$ cat src/rtl/trace_buffer.sv
// Retirement trace buffer: wrap, stop-when-full and trigger capture modes, oldest-first readout.
// Captures one retire per cycle with no backpressure; readout is a valid/ready stream that holds data until taken.
module trace_buffer #(
  parameter int DEPTH = 64,
  parameter int XLEN  = 32
) (
  input  logic                      clk,
  input  logic                      rst_n,
  input  logic                      retire_valid,
  input  logic [XLEN-1:0]           retire_pc,
  input  logic [XLEN-1:0]           retire_instr,
  input  logic                      arm,
  input  logic                      stop,
  input  logic [1:0]                mode,
  input  logic [XLEN-1:0]           trig_mask,
  input  logic [XLEN-1:0]           trig_value,
  input  logic [$clog2(DEPTH)-1:0]  post_count,
  output logic                      rd_valid,
  input  logic                      rd_ready,
  output logic [XLEN-1:0]           rd_pc,
  output logic [XLEN-1:0]           rd_instr,
  output logic                      rd_last,
  output logic [1:0]                state_o,
  output logic [$clog2(DEPTH):0]    count,
  output logic                      overflow,
  output logic                      triggered
);

  localparam int AW = $clog2(DEPTH);
  localparam logic [AW:0]   FULL_CNT = (AW+1)'(DEPTH);
  localparam logic [AW:0]   ONE_CNT  = (AW+1)'(1);
  localparam logic [AW-1:0] ONE_REM  = AW'(1);

  typedef enum logic [1:0] {
    IDLE    = 2'd0,
    CAPTURE = 2'd1,
    POST    = 2'd2,
    READOUT = 2'd3
  } state_t;

  state_t              state;
  logic [2*XLEN-1:0]   mem [DEPTH];
  logic [AW-1:0]       wr_ptr;
  logic [AW-1:0]       rd_ptr;
  logic [AW:0]         rd_cnt;
  logic [AW-1:0]       remaining;
  logic [1:0]          mode_q;
  logic [XLEN-1:0]     mask_q;
  logic [XLEN-1:0]     value_q;
  logic [AW-1:0]       post_q;

  logic                capturing;
  logic                wr;
  logic                full;
  logic                hit;
  logic                go_ro;
  logic [AW:0]         cnt_nx;
  logic [AW-1:0]       wp_nx;
  logic                ovf_nx;

  always_comb begin
    capturing = (state == CAPTURE) || (state == POST);
    wr        = retire_valid && capturing;
    full      = (count == FULL_CNT);
    cnt_nx    = (wr && !full) ? count + 1'b1 : count;
    wp_nx     = wr ? wr_ptr + 1'b1 : wr_ptr;
    ovf_nx    = overflow || (wr && full);
    // Trigger is only armed in CAPTURE; matches during POST are ignored.
    hit       = wr && (state == CAPTURE) && (mode_q == 2'd2) &&
                (((retire_instr ^ value_q) & mask_q) == '0);
    go_ro     = stop ||
                (wr && (mode_q == 2'd1) && (cnt_nx == FULL_CNT)) ||
                (hit && (post_q == '0)) ||
                (wr && (state == POST) && (remaining == ONE_REM));
  end

  // Storage has no reset; rd_valid gates any stale content.
  always_ff @(posedge clk) begin
    if (wr) mem[wr_ptr] <= {retire_pc, retire_instr};
  end

  always_ff @(posedge clk or negedge rst_n) begin
    if (!rst_n) begin
      state     <= IDLE;
      wr_ptr    <= '0;
      rd_ptr    <= '0;
      rd_cnt    <= '0;
      count     <= '0;
      remaining <= '0;
      overflow  <= 1'b0;
      triggered <= 1'b0;
      mode_q    <= 2'd0;
      mask_q    <= '0;
      value_q   <= '0;
      post_q    <= '0;
    end else begin
      case (state)
        IDLE: begin
          if (arm) begin
            state     <= CAPTURE;
            wr_ptr    <= '0;
            count     <= '0;
            remaining <= '0;
            overflow  <= 1'b0;
            triggered <= 1'b0;
            mode_q    <= (mode == 2'd3) ? 2'd0 : mode;
            mask_q    <= trig_mask;
            value_q   <= trig_value;
            post_q    <= post_count;
          end
        end
        CAPTURE, POST: begin
          wr_ptr   <= wp_nx;
          count    <= cnt_nx;
          overflow <= ovf_nx;
          if (hit) begin
            triggered <= 1'b1;
            remaining <= post_q;
          end else if (wr && (state == POST)) begin
            remaining <= remaining - 1'b1;
          end
          if (go_ro) begin
            state  <= READOUT;
            // After a wrap the slot about to be overwritten holds the oldest entry.
            rd_ptr <= ovf_nx ? wp_nx : '0;
            rd_cnt <= cnt_nx;
          end else if (hit) begin
            state <= POST;
          end
        end
        READOUT: begin
          if (rd_cnt == '0) begin
            state <= IDLE;
          end else if (rd_ready) begin
            rd_ptr <= rd_ptr + 1'b1;
            rd_cnt <= rd_cnt - 1'b1;
            if (rd_cnt == ONE_CNT) state <= IDLE;
          end
        end
        default: state <= IDLE;
      endcase
    end
  end

  assign state_o           = state;
  assign rd_valid          = (state == READOUT) && (rd_cnt != '0);
  assign rd_last           = rd_valid && (rd_cnt == ONE_CNT);
  assign {rd_pc, rd_instr} = mem[rd_ptr];

endmodule

$ cat config.mk
export PLATFORM = sky130hd
export DESIGN_NAME = trace_buffer
export DESIGN_NICKNAME = d
export VERILOG_FILES = /design/src/rtl/trace_buffer.sv
export SDC_FILE = /design/constraint.sdc
export NUM_CORES = 2
export LEC_CHECK = 0
export CAP_MARGIN = 20
export CORE_UTILIZATION = 25
export DETAILED_ROUTE_END_ITERATION = 7
export GPL_ROUTABILITY_DRIVEN = 0
export GPL_TIMING_DRIVEN = 0
export SETUP_SLACK_MARGIN = 0.1
export SYNTH_ARGS = -nofsm -noshare
export SYNTH_HDL_FRONTEND = slang
export SYNTH_SLANG_ARGS = --single-unit
$ cat constraint.sdc
create_clock -name clk -period 6.7 [get_ports clk]
set_clock_uncertainty 0.2 [all_clocks]
set_input_delay 0.67 -clock clk [delete_from_list [all_inputs] [get_ports clk]]
set_output_delay 0.67 -clock clk [all_outputs]
set_load 0.05 [all_outputs]
Yosys cells after proc, flatten, opt, wreduce, memory -nomap -nowiden
Memories as Yosys holds them, arrays and structs flattened.
Cells that the tools add are included.
Widths: inputs -> output; s select.
{ "op_classes": {"n_reduce_logical": 33, "eq_ne": 19, "addsub": 5, "n_mux": 32, "n_bitwise": 2} }
{ "op_table": {"columns": ["operator", "count"], "rows": [
  ["$mux 6", 8],
  ["$pmux 6 s2", 3],
  ["$mux 7", 5],
  ["$and 32x32->32", 1],
  ["$logic_not 32->1", 1],
  ["$xor 32x32->32", 1],
  ["$pmux 7 s2", 2],
  ["$eq 7x7->1 const B", 2],
  ["$mux 2", 7],
  ["$logic_and 1x1->1", 13],
  ["$add 6x1->6 const B", 2],
  ["$ne 3x3->1 const B", 4],
  ["$ne 2x2->1 const B", 5],
  ["$eq 2x2->1 const B", 4],
  ["$reduce_and 4->1", 2],
  ["$add 7x1->7 const B", 1],
  ["$eq 7x1->1 const B", 1],
  ["$logic_not 7->1", 1],
  ["$reduce_bool 7->1", 1],
  ["$sub 7x1->7 const B", 1],
  ["$eq 6x1->1 const B", 1],
  ["$logic_not 6->1", 1],
  ["$pmux 2 s3", 1],
  ["$reduce_and 3->1", 2],
  ["other kinds (10)", 21]
]} }
{ "word_totals": {"out_inout_bits": 77, "wordCells": 104, "input_bits": 142, "mem_bits_rw": 4096, "reg_bits": 108, "memories": 1} }
{ "memory_table": {"columns": ["name", "depth", "width", "rd", "rd_clocked_by_memory_dff", "wr", "line", "source"], "rows": [
  ["mem", 64, 64, 1, 0, 1, "42", "logic [2*XLEN-1:0] mem [DEPTH];"]
]} }

Longest topological paths before layout
{ "logic_depth": {"depth_word": 12, "mapped_depth": 11, "depth_no_buf": 9} }

Least setup slack after synthesis
Ideal clock, no wire load.
{ "synth_timing": {"path_type": "register to register", "startpoint": "register state[0], in the netlist state_o[0]", "endpoint": "memory mem[31][0] (netlist name), enable pin", "t_required_ns": 5.935, "setup_slack_ns": -0.309, "period_less_slack_ns": 7.009, "arrival_time_ns": 6.244, "stages_incl_launch_ff": 8, "setup_ns": 0.565, "path_cell_list": "dfrtp_1 > inv_1 > ha_1 > buf_2 > and3_1 > nand3_1 > clkbuf_1 > nor3_1"} }
{ "synth_via": {"elab_chain_cells": 5, "elab_cells_between_ends": 6} }
{ "synth_rtl": {"columns": ["item", "line", "source"], "rows": [
  ["start, declared", "41", "state_t state;"],
  ["start signal, assigned", "84", "state <= IDLE;"],
  ["start signal, assigned", "100", "state <= CAPTURE;"],
  ["start signal, assigned", "123", "state <= READOUT;"],
  ["$eq 2x1->1 or $eq 2x2->1 (tied branches)", "62", "capturing = (state == CAPTURE) || (state == POST);"],
  ["$logic_or 1x1->1 (*)", "62", null],
  ["via capturing", "52", "logic capturing;"],
  ["$logic_and 1x1->1 (*)", "63", "wr = retire_valid && capturing;"],
  ["$mux 1 (*)", "79", "if (wr) mem[wr_ptr] <= {retire_pc, retire_instr};"],
  ["$mux 1 (not written as such) (*)", "79", null],
  ["end, declared", "42", null]
]} }
The timed path passes the listed nets; every way through them passes the cells marked *.

Worst setup path after layout
{ "layout_timing": {"startpoint": "register rd_ptr[1]", "endpoint": "output rd_pc[20]"} }
{ "layout_via": {"elab_chain_cells": 1} }
{ "layout_rtl": {"columns": ["item", "line", "source"], "rows": [
  ["start, declared", "44", "logic [AW-1:0] rd_ptr;"],
  ["start signal, assigned", "125", "rd_ptr <= ovf_nx ? wp_nx : '0;"],
  ["start signal, assigned", "135", "rd_ptr <= rd_ptr + 1'b1;"],
  ["$mem_v2 64x64", null, null],
  ["end, declared", "20", "output logic [XLEN-1:0] rd_pc,"]
]} }
No other way between the ends.

==> results.toml <==
[timing]
setup_viol = 0
fin_setup_tns_ns = 0
clock.fmax_mhz = 154.2
whs_ns = 0.01711
rsz0062_at_grt = "true"
slew_headroom_pct = 21.48
worst_pin_slew_ns = 1.178
maxSlewViolCount = 0
finalCriticalPeriod_ns = 6.485
post-route-period-util_pct = 96.79
hold_violations = 0

[worst_setup_path]
reg2reg_from = "state_o[0]"
path_max_fanout = 10
regToRegEndpoint = "mem[35][22]"
crit_chain = "buf_2, clkdlybuf4s15_1, clkbuf_1, mux4_2, mux4_2, mux4_2, clkdlybuf4s50_1"
startpoint_type = "flip-flop"
ff2ff_setup_slack_ns = 1.89
arrival_ns = 5.61
cpLargestDelayFamily = "buffers and inverters"
r2r_cells = 9
critical_path.most_common_cell = "mux4_2"
cp-end-kind = "primary output"
crit_required_ns = 5.83
slowest_delay_ns = 0.88
worstSetupPathType = "reg2out"
startpoint = "rd_ptr[1]"
cp_slowest_cell = "clkdlybuf4s50_1"
critical_path_depth = 7
crit_buf_inv = 4
worstSetupEndpoint = "rd_pc[20]"

[pwr]
pwr-share-clk_pct = 32.9
p_sw_share_pct = 28.68
total_leakage_power_nw = 57.32
power_density_nw_per_um2 = 363.5
pwr-share-comb_pct = 24.6
switchingPower_mw = 20.13
internal_power_mw = 50.04
p_seq_share_pct = 42.5
ir_worst_vdd_mv = 0.2677

[placement]
dpl_cell_area_sq_um = 178800
port_buffers = 218
dpl.hpwl_um = 311500

[yosys]
synth_cells = 6348
syn_nets = 6503
synth_compound_area_share_pct = 0.4225
synthMuxAreaShare_pct = 19.42
ys_seq_area_share_pct = 78.31
yosys.area_share.xor_xnor_pct = 0.2346
yosys.area_share.adder_pct = 0.1013
synth_cell_type_count = 56
netlist_area_sq_um = 160500
async_flop_share_pct = 2.569
postSynthAreaPerCell_sq_um = 25.29
synth_seq_cells = 4204
synth_edf_count = 4096
synthFlopType = "edfxtp_1"
ys.warnings.count = 0
synth_top_family_by_area = "multiplexers"
synthSimpleGateAreaFrac_pct = 0.6119

[drt]
dr.first_iter.drc_count = 10540
wl_met3_um = 38500
drc_errors = 24
firstDrtPassIters = 8
wire_per_inst_um = 26.95
antenna_left = 0
vias = 75548
top_layer = "met5"
wl_met1_um = 173200
wirelength_um = 436600
viasPerCell = 4.663
routed-wl-met2_um = 212600

[final_layout]
fillers = 60439
fin_util_pct = 30.24
area.growth.synth_to_final_pct = 20.25
nNetsFinal = 7439
finalInstanceArea_sq_um = 193000
layout-drive-gt1-share_pct = 33.52

[die]
core_area_sq_um = 638300
rows = 293
ios = 219
die_h_um = 803.3
die_x_um = 803.3
die_area_sq_um = 645300
initial_core_util_pct = 25.15

[clock_network]
clk_pin_slew_ns = 0.06
cts_tree = "done"
postCtsSetupBuffers = 0
clock_sinks = 4204
insertion_delay_ns = 0.97
clock_path_buffers = 4
htree_levels = 5
cts-root-buf = "clkbuf_16"
cts_buffers = 418

[outcome]
violations = "design-rule violations"
status = "finished with violations"

[run]
cap_violations = 0

[grt]
grt.total_usage_pct = 13.09
grt_pass1_wl_um = 605000
grt-ovfl-total = 0
first_global_vias = 77392
grt_max_degree = 71
antenna_found_initial = 71

[hold_path]
hp-class = "in2reg"
## cell usage after synthesis (17+ instances only)
cell type / instances / share of area, %
xor2_1: 36 / 0.20
nand2_1: 43 / 0.10
edfxtp_1: 4096 / 77
mux4_2: 1344 / 19
a22oi_1: 17 / 0.080
buf_2: 107 / 0.33
dfrtp_1: 108 / 1.7
o21ai_0: 34 / 0.11
nand3_1: 19 / 0.059
clkbuf_1: 189 / 0.44
buf_1: 32 / 0.075
mux2_2: 74 / 0.52
nor2_1: 92 / 0.22
## registers in the layout (all words and copies together), names as in the netlist
| signal | cells |
|---|---|
| mode_q | 2 |
| triggered | 1 |
| remaining | 6 |
| mask_q | 32 |
| value_q | 32 |
| mem | 4096 |
| rd_cnt | 7 |
| count | 7 |
| post_q | 6 |
| rd_ptr | 6 |
| state_o | 2 |
| wr_ptr | 6 |
| overflow | 1 |
## power by group through the flow
stage          clock network (mW)  logic [mW]  registers (mW)
5_1_grt                      24.4        18.2            29.8
4_1_cts                      23.5        17.6            29.8
2_1_floorplan                   0        10.5            30.3
3_3_place_gp                    0        16.9            30.5
3_5_place_dp                    0        17.5            30.3
6_report                     23.1        17.3            29.8
## worst min path at each step
stage,start,end,slack [ns],depth (start not counted)
floorplan,rst_n,count[0],0.17,0
global placement,mask_q[23],mask_q[23],0.29,1
detailed placement,mask_q[12],mask_q[12],0.29,1
CTS,retire_instr[2],mem[54][2],0.01,2
global route,retire_instr[11],mem[63][11],0.009,2
finish,retire_instr[11],mem[61][11],0.02,2
## cell usage in the layout, fill, tap and decap left out, drive strengths merged, types with 4 or more instances in the layout
master,count
edfxtp,4096
mux4,1344
clkbuf,703
buf,462
clkinv,201
clkdlybuf4s50,152
dfrtp,108
nor2,92
mux2,74
nand2,43
bufinv,38
xor2,36
o21ai,36
dlygate4sd3,33
inv,27
nand3,19
a22oi,17
nor3,14
ha,13
diode,11
a21oi,11
a31oi,10
clkinvlp,10
o22ai,9
xnor2,7
mux2i,7
nand2b,7
nand4,6
clkdlybuf4s15,6
nand3b,4
and3,4
nor2b,4
nor4,4
a211o,4
## per-stage QoR
step | power [mW] | worst slack (ns) | cells
2_1_floorplan | 40.81 | 1.411 | 6348
3_3_place_gp | 47.33 | -3.592 | 15121
3_5_place_dp | 47.85 | 0.3927 | 15371
4_1_cts | 70.80 | 0.09916 | 16166
5_1_grt | 72.35 | 0.06742 | 16190
6_report | 70.16 | 0.2152 | 16200
## final cells by class
type | instances | area [sq um] | share of cell area, %
tap | 8555 | 10700 | 5.546
clock inverter | 258 | 2500 | 1.295
antenna | 11 | 27.53 | 0.01426
inverter | 18 | 67.56 | 0.03500
clock buffer | 512 | 10990 | 5.693
buffer | 327 | 1471 | 0.7623
timing repair buffer | 518 | 7709 | 3.994
multi-input combinational | 1797 | 33850 | 17.54
sequential | 4204 | 125700 | 65.12
## repair_timing
| action | 4_1_cts | 5_1_grt |
|---|---|---|
| hold buffers | 27 | 7 |
| cloned | 0 | 0 |
| endpoints found under the hold margin | 606 | 49 |
| endpoints found under the setup margin | 64 | 15 |
| resized for setup | 23 | 10 |
## layer usage
| metal | vias up | global-route usage [%] |
|---|---|---|
| li1 | 29692 | - |
| met1 | 41224 | 17.72 |
| met2 | 3888 | 21.92 |
| met3 | 740 | 2.196 |
| met4 | 4 | 3.378 |
| met5 | - | 0 |
## logic make-up (layout without fill, tap and decap cells)
group	count (synthesis)	after routing
xor+xnor	43	43
fa+ha+maj	13	13
compound gates	105	105
buf+inv	347	1633
simple gates	211	211
flops	4204	4204
other cells	0	11
mux	1425	1425
Power figures use the tool's default switching activity.
